==> src/rtl/cpu_pkg.sv <==
`default_nettype none
// ============================================================================
//  Module      : cpu_pkg
//  Description : Shared pipeline constants. Holds the stall-vector bit
//                positions, the stage action encoding and the action decode
//                used by the stage registers.
//  Revision    : 1.0  initial release
// ============================================================================
package cpu_pkg;

    // Bit positions inside the stage stall vector
    localparam int STALL_MEM = 4;
    localparam int STALL_WB  = 5;

    // Stage register action encoding
    localparam logic [1:0] ACT_LOAD   = 2'd0;
    localparam logic [1:0] ACT_HOLD   = 2'd1;
    localparam logic [1:0] ACT_BUBBLE = 2'd2;

    // Resolve the action for one edge. Flush wins over everything, then a
    // downstream stall freezes the stage, then an upstream-only stall forces
    // a bubble so the stalled instruction cannot commit twice.
    function automatic logic [1:0] decode_action(input logic flush,
                                                 input logic stall_up,
                                                 input logic stall_here);
        logic [1:0] act;
        act = ACT_LOAD;
        if (flush)           act = ACT_BUBBLE;
        else if (stall_here) act = ACT_HOLD;
        else if (stall_up)   act = ACT_BUBBLE;
        return act;
    endfunction

endpackage
`default_nettype wire

==> src/rtl/pipe_field_reg.sv <==
`default_nettype none
// ============================================================================
//  Module      : pipe_field_reg
//  Description : Width-parametrised enabled register with synchronous
//                active-low clear, used for pipeline data/address fields.
//  Revision    : 1.0  initial release
// ============================================================================
module pipe_field_reg #(
    parameter int W = 32
) (
    input  logic         clk,
    input  logic         reset_n,
    input  logic         en,
    input  logic [W-1:0] d,
    output logic [W-1:0] q
);

    logic [W-1:0] r_q;

    // Capture d when enabled; otherwise the field holds its value
    always_ff @(posedge clk) begin
        if (!reset_n) begin
            r_q <= '0;
        end else if (en) begin
            r_q <= d;
        end
    end

    assign q = r_q;

endmodule
`default_nettype wire

==> src/rtl/mem_wb_pipe.sv <==
`default_nettype none
// ============================================================================
//  Module      : mem_wb_pipe
//  Description : MEM->WB pipeline register carrying the GPR, HI/LO, LLbit and
//                CP0 write channels, with flush, bubble insertion, a valid
//                bit and a retired-instruction counter.
//  Revision    : 1.0  initial release
// ============================================================================
module mem_wb_pipe
    import cpu_pkg::*;
#(
    parameter int DATA_W  = 32,
    parameter int REG_AW  = 5,
    parameter int CP0_AW  = 5,
    parameter int STALL_W = 6,
    parameter int CNT_W   = 32
) (
    input  logic              clk,
    input  logic              reset_n,
    input  logic [STALL_W-1:0] stall,
    input  logic              flush,
    input  logic              cnt_clr,
    input  logic              mem_valid,
    input  logic              mem_we,
    input  logic [REG_AW-1:0] mem_waddr,
    input  logic [DATA_W-1:0] mem_wdata,
    input  logic              mem_whilo,
    input  logic [DATA_W-1:0] mem_hi,
    input  logic [DATA_W-1:0] mem_lo,
    input  logic              mem_LLbit_we,
    input  logic              mem_LLbit_value,
    input  logic              mem_cp0_reg_we,
    input  logic [CP0_AW-1:0] mem_cp0_reg_write_addr,
    input  logic [DATA_W-1:0] mem_cp0_reg_data,
    output logic              wb_valid,
    output logic              wb_we,
    output logic [REG_AW-1:0] wb_waddr,
    output logic [DATA_W-1:0] wb_wdata,
    output logic              wb_whilo,
    output logic [DATA_W-1:0] wb_hi,
    output logic [DATA_W-1:0] wb_lo,
    output logic              wb_LLbit_we,
    output logic              wb_LLbit_value,
    output logic              wb_cp0_reg_we,
    output logic [CP0_AW-1:0] wb_cp0_reg_write_addr,
    output logic [DATA_W-1:0] wb_cp0_reg_data,
    output logic [CNT_W-1:0]  wb_retire_cnt
);

    logic [1:0]       w_act;
    logic             w_load;
    logic             r_valid;
    logic             r_we;
    logic             r_whilo;
    logic             r_llbit_we;
    logic             r_cp0_we;
    logic [CNT_W-1:0] r_cnt;

    // Pick this edge's single action from flush and the two stall bits
    always_comb begin
        w_act  = decode_action(flush, stall[STALL_MEM], stall[STALL_WB]);
        w_load = (w_act == ACT_LOAD);
    end

    // Data/address fields only change on a load; bubbles leave them intact
    pipe_field_reg #(.W(REG_AW)) u_waddr (
        .clk(clk), .reset_n(reset_n), .en(w_load), .d(mem_waddr), .q(wb_waddr)
    );
    pipe_field_reg #(.W(DATA_W)) u_wdata (
        .clk(clk), .reset_n(reset_n), .en(w_load), .d(mem_wdata), .q(wb_wdata)
    );
    pipe_field_reg #(.W(DATA_W)) u_hi (
        .clk(clk), .reset_n(reset_n), .en(w_load), .d(mem_hi), .q(wb_hi)
    );
    pipe_field_reg #(.W(DATA_W)) u_lo (
        .clk(clk), .reset_n(reset_n), .en(w_load), .d(mem_lo), .q(wb_lo)
    );
    pipe_field_reg #(.W(1)) u_llbit_value (
        .clk(clk), .reset_n(reset_n), .en(w_load),
        .d(mem_LLbit_value), .q(wb_LLbit_value)
    );
    pipe_field_reg #(.W(CP0_AW)) u_cp0_addr (
        .clk(clk), .reset_n(reset_n), .en(w_load),
        .d(mem_cp0_reg_write_addr), .q(wb_cp0_reg_write_addr)
    );
    pipe_field_reg #(.W(DATA_W)) u_cp0_data (
        .clk(clk), .reset_n(reset_n), .en(w_load),
        .d(mem_cp0_reg_data), .q(wb_cp0_reg_data)
    );

    // Valid and write enables: cleared on bubble, gated by mem_valid on load
    always_ff @(posedge clk) begin
        if (!reset_n) begin
            r_valid    <= 1'b0;
            r_we       <= 1'b0;
            r_whilo    <= 1'b0;
            r_llbit_we <= 1'b0;
            r_cp0_we   <= 1'b0;
        end else if (w_act == ACT_BUBBLE) begin
            r_valid    <= 1'b0;
            r_we       <= 1'b0;
            r_whilo    <= 1'b0;
            r_llbit_we <= 1'b0;
            r_cp0_we   <= 1'b0;
        end else if (w_load) begin
            r_valid    <= mem_valid;
            r_we       <= mem_we         & mem_valid;
            r_whilo    <= mem_whilo      & mem_valid;
            r_llbit_we <= mem_LLbit_we   & mem_valid;
            r_cp0_we   <= mem_cp0_reg_we & mem_valid;
        end
    end

    // Retire counter: clear beats increment, counts valid loads, wraps freely
    always_ff @(posedge clk) begin
        if (!reset_n) begin
            r_cnt <= '0;
        end else if (cnt_clr) begin
            r_cnt <= '0;
        end else if (w_load && mem_valid) begin
            r_cnt <= r_cnt + {{(CNT_W-1){1'b0}}, 1'b1};
        end
    end

    assign wb_valid      = r_valid;
    assign wb_we         = r_we;
    assign wb_whilo      = r_whilo;
    assign wb_LLbit_we   = r_llbit_we;
    assign wb_cp0_reg_we = r_cp0_we;
    assign wb_retire_cnt = r_cnt;

endmodule
`default_nettype wire
==> config.mk <==
export PLATFORM = sky130hd
export DESIGN_NAME = mem_wb_pipe
export DESIGN_NICKNAME = d
export VERILOG_FILES = /design/src/rtl/cpu_pkg.sv /design/src/rtl/pipe_field_reg.sv /design/src/rtl/mem_wb_pipe.sv
export SDC_FILE = /design/constraint.sdc
export NUM_CORES = 1
export LEC_CHECK = 0
export CORE_MARGIN = 4
export CORE_UTILIZATION = 44
export DETAILED_ROUTE_END_ITERATION = 16
export PLACE_DENSITY = 0.95
export SLEW_MARGIN = 10
export SYNTH_ARGS = -nofsm -noshare
export SYNTH_HDL_FRONTEND = slang
export SYNTH_SLANG_ARGS = --single-unit
==> constraint.sdc <==
create_clock -name clk -period 4.17 [get_ports clk]
set_input_delay 1.251 -clock clk [delete_from_list [all_inputs] [get_ports clk]]
set_output_delay 1.251 -clock clk [all_outputs]
set_load 0.005 [all_outputs]
* After elaboration in Yosys (flattened, before gate mapping) *
Cells that the tools add are included.

word-level totals
  bits in read-only memories = 0
  bits in writable memories = 0
  bits in registers = 176
  latch bits = 0
  bits of input ports = 154
  output and inout port bits = 176
  memories = 0
  word-level logic and storage cells = 27

cells by class
  mux-type cells = 3
  bitwise logic cells = 5
  shifts and indexed selects = 0
  multiply operators = 0
  add/subtract/negate cells = 1
  equal/unequal tests = 1
  order comparisons = 0
  reductions and logical operators = 4
  divide/modulo/power cells = 0

operator list
  operator                                                          number
  32-bit by 1-bit adder with 32-bit output (second input constant)  1
  2-bit two-way mux                                                 3
  1-bit bitwise AND                                                 4
  2-bit OR reduction                                                2
  2-bit equality test (second input constant)                       1
  2-bit zero test                                                   1
  1-bit logical AND                                                 1
  1-bit inverter                                                    1

* Depth between registers and ports, before layout *
  word-level depth = 5
  gate-level depth with buffers = 6
  mapped depth without buffers = 5

* By module *
A second synthesis with hierarchy kept.

unflattened totals
  cell total of the unflattened synthesis = 655
  area total of the unflattened synthesis = 7121.8 sq um

modules (own cells, without submodules)
  module                            times used  area an instance (sq um)  cells an instance
  pipe_field_reg at u_cp0_data ...  4           1243.7                    103
  mem_wb_pipe                       1           1725.4                    208
  pipe_field_reg at u_cp0_addr ...  2           192.7                     16
  pipe_field_reg at u_llbit_value   1           36.3                      3

* Worst setup path after synthesis *
No wires, ideal clock.

  kind = in2reg
  from = in flush
  to = reg r_cnt[27] (netlist: wb_retire_cnt[27])
  required time = 4.100 ns
  stages = 6
  setup time = 0.070 ns
  path slack = 1.140 ns
  arrival time = 2.960 ns
  cells stage by stage = or4b_4 -> buf_6 -> or3_4 -> buf_6 -> or4_1 -> a21oi_1

on the way
  word-level cells in the longest chain between the ends = 3

ends and longest elaborated chain
  element               RTL line            source
  from (decl)           mem_wb_pipe.sv:21   input logic flush,
  2-bit two-way mux     cpu_pkg.sv:28       if (flush) act = ACT_BUBBLE;
  2-bit zero test       mem_wb_pipe.sv:62   w_load = (w_act == ACT_LOAD);
  1-bit logical AND     mem_wb_pipe.sv:120  end else if (w_load && mem_valid) begin
  to (signal assigned)  mem_wb_pipe.sv:121  r_cnt <= r_cnt + {{(CNT_W-1){1'b0}}, 1'b1};
  to (decl)             mem_wb_pipe.sv:57   logic [CNT_W-1:0] r_cnt;

No other way between the ends.
A chain may end at the register's enable or synchronous reset.

* Final worst setup path *
  from = in flush
  to = reg r_cnt[18] (netlist: wb_retire_cnt[18])

Same word-level chain as after synthesis.

==> impl_results.md <==
* Final setup TNS at 0 ns
* Cell types with the largest area share after synthesis: dfxtp_1 (52%), nand2_1 (16%), a21boi_0 (15%)
* Series of cell instances along the critical path: clkdlybuf4s50_1 > or4b_4 > or3_4 > or4_1 > a21oi_1
* Cell family with most CP delay: simple AND/OR/NAND/NOR gates
* Setup violators final at 0
* Worst Setup Start Kind: input port
* Part of the power in the clock network at 0.439
* DIE AREA at around 18,000 um^2
* Sequential area share after synthesis at 0.516
* Floorplan row count at 45
* Switching fraction of total power at 0.213
* Floorplan die height at around 130 um
* Layout area overhead at 58.1%
* Overall die width at between 100 and 150 um
* Routability cong. at 0.822
* Synth cell types at 33
* Final critical-path share of the clock period at 0.787
* Mean number of vias per cell at approximately 5.1
* Crit end category: register
* Final core occ at 0.711
* Outcome: finished clean
* Share of the synthesized area in the top cell type at 0.516
* Number of hold buffers added after CTS at 0
* Routed len/inst at between 15 and 20 um
* Worst-Skew Late Latency at between 0.4 and 0.5 ns
* CTS H-tree lvls at 4
* Net load switching power at about 0.81 mW
* Worst Hold Slack at roughly 0.45 ns
* Unrepaired setup endpoints after global routing: no
* Clock Skew at 0.00978 ns
* Clock tree from TritonCTS: yes
* Worst Max-Slew Pin Slew at 0.712 ns
* Worst r2r src: wb_retire_cnt[6]
* Peak supply drop at approximately 310 uV
* Power density over cell area at 351 nW/um^2
* Initial antenna violation count at 0
* Flop and latch count out of synthesis at 176
* Number of antenna diodes at 0
* Number of buffers added by the clock tree synthesis step at 17
* Overall Global Routing Usage at 0.240
* Vias in the first global route at roughly 6,600
* Power Internal at 2.98 mW
* Final HPWL DP at approximately 16,000 um
* Clock-pin transition on the worst setup and hold timing paths at ~0.06 ns
* DRC violations left at 0
* Synthesized netlist cell count at around 800
* Pin count of the biggest net entering global routing at 84
* Critical path arrival at 3.63 ns
* Worst slew margin at 0.524
* Leak Pwr at between 3 and 4 nW
* Net count of the finished layout at approximately 1,300
* Inst Count DP at approximately 1,300
* Number of buffers added on ports at between 300 and 400
* Final wirelength at ~22,000 um
* First drt pass iteration count at 6
* Hold path startpoint: wb_LLbit_we
* Critical path buffers and inverters at 1
* Count of final hold-check violations at 0
* Data required time of the worst path at ~4.5 ns
* Fin worst setup slack at a little under 0.9 ns
* Count of instances resized after the clock tree is built at 0
* I/O pin count at 330
* Critical path launch point: flush
* Maximum fanout count along the critical path at 14
* Wire length of the first global-routing pass at about 34,000 um
* Sequential group share of total power at 0.461
* Number of non-filler instances in the completed layout at approximately 1,300
* Cell chosen for the clock root: clkbuf_16
* Remaining antenna violation count after routing at 0
* Post-synthesis average cell area at approximately 8.4 um^2
* Effective utilization at floorplan at 0.449
* Count of final max-slew check failures at 0
* Vias after detailed routing at about 6,700
* Core region area at between 15,000 and 20,000 um^2
* Syn_nets at 968
* Synth Cell Area at ~6800 um^2
* Top cell type by total area after synthesis: dfxtp_1
* Type of the worst setup path: input port to register
* # Max-Cap Violations at 0
* Setup slack after placement at roughly 0.5 ns
* Synthesis Warnings at 0
* Max stage delay cell, worst path: or4b_4
* Power share of the combinational group at 0.100
* Buffers from clock root to sink, at most at 2
* Iteration-0 DRC Markers at between 300 and 400
* Clock period minus final worst setup slack at 3.28 ns
* Layout cells sized above 1 at 0.0375
* Delay of the slowest cell on the worst path at around 0.66 ns
* Fmax at 305 MHz
* Total congestion overflow at 0
* Min-delay worst type: register to register
* Buffers inserted by post-CTS timing repair at 0
* Clock sink total at ~180
-- layout make-up --
class | instances | area [um^2]
Inverter | 4 | 15.0
Clock inverter | 9 | 159
Timing Repair Buffer | 332 | 3340
Tap cell | 188 | 235
Sequential cell | 176 | 3520
Fill cell | 1074 | 4400
Clock buffer | 22 | 454
Multi-Input combinational cell | 577 | 3080
-- power by group through the flow --
stage	Combinational (mW)	Clock [mW]	Sequential (mW)
3_3_place_gp	0.370	0	1.78
2_1_floorplan	0.106	0	1.79
5_1_grt	0.406	1.75	1.75
4_1_cts	0.380	1.70	1.75
3_5_place_dp	0.376	0	1.79
6_report	0.377	1.67	1.75
-- worst min-delay path: cells and delay by family, from the launching register on --
family,cells,cell delay (ns)
compound gates,1,0.05
flops,1,0.31
simple gates,1,0.05
-- path summary, 6_finish.rpt --
path / endpoint / slack (ns) / depth (start not counted)
worst min register to register: wb_LLbit_we / 0.45 / 2
worst min-delay path: wb_LLbit_we / 0.45 / 2
worst max-delay path: wb_retire_cnt[18] / 0.89 / 5
worst max register to register: wb_retire_cnt[27] / 1.80 / 4
-- stage by stage --
step | total power, mW | instance area, um^2
final | 3.79 | 10800
after global routing | 3.91 | 10800
after CTS | 3.82 | 10800
after detailed placement | 2.16 | 10200
after global placement | 2.15 | 10200
after floorplan | 1.89 | 6830
-- flip-flops by register name, summed over array words and instances (netlist names) --
signal and flops:
u_waddr.q 5, wb_retire_cnt 32, u_hi.q 32, wb_we 1, u_cp0_data.q 32, wb_whilo 1
u_lo.q 32, wb_valid 1, u_llbit_value.q 1, wb_LLbit_we 1, wb_cp0_reg_we 1, u_wdata.q 32
u_cp0_addr.q 5
-- synth_stat cells (all sizes together) --
| master | instances |
|---|---|
| o31ai | 13 |
| xor2 | 4 |
| o41ai | 1 |
| mux2i | 3 |
| ha | 1 |
| or4 | 14 |
| a21oi | 21 |
| buf | 3 |
| a21boi | 139 |
| o311ai | 2 |
| nand2b | 5 |
| clkbuf | 53 |
| and4 | 4 |
| a31oi | 1 |
| a41o | 1 |
| nand3 | 16 |
| or3 | 4 |
| nand2 | 300 |
| inv | 4 |
| or2 | 1 |
| o21ai | 2 |
| dfxtp | 176 |
| nand3b | 1 |
| nor4b | 1 |
| nor2b | 1 |
| nor2 | 14 |
| nor4 | 6 |
| or4b | 1 |
| nand4 | 10 |
| nor3 | 5 |
| xnor2 | 6 |
-- layout by cell type (no fill, tap or decap), types with 5 or more instances in the layout --
cell type / n
clkbuf_16: 17
nand4_1: 10
nor2_1: 14
nand2b_1: 5
nand3_1: 16
o31ai_1: 13
a21boi_0: 139
buf_4: 5
nand2_1: 300
clkdlybuf4s50_1: 324
a21oi_1: 21
xnor2_1: 6
or4_1: 14
dfxtp_1: 176
nor4_1: 6
-- layer usage --
| metal | up-vias | part of all wire | GRT usage |
|---|---|---|---|
| li1 | 3311 | - | - |
| met1 | 3118 | 0.36 | 0.244 |
| met2 | 252 | 0.52 | 0.439 |
| met3 | 38 | 0.095 | 0.0981 |
| met4 | 0 | 0.022 | 0.0866 |
| met5 | - | 0 | 0 |
-- kinds of logic (layout without fill, tap and decap cells) --
family                   count (synthesis)  count (layout)  synth area share
AND/OR/NAND/NOR                        383             383             0.240
AO/OA/AOI/OAI                          180             180             0.190
flip-flops                             176             176             0.516
buffers and inverters                   60             367            0.0353
XOR/XNOR                                10              10            0.0128
multiplexers                             3               3           0.00439
adder cells (fa/ha/maj)                  1               1           0.00183
Power figures use the tool's default switching activity.
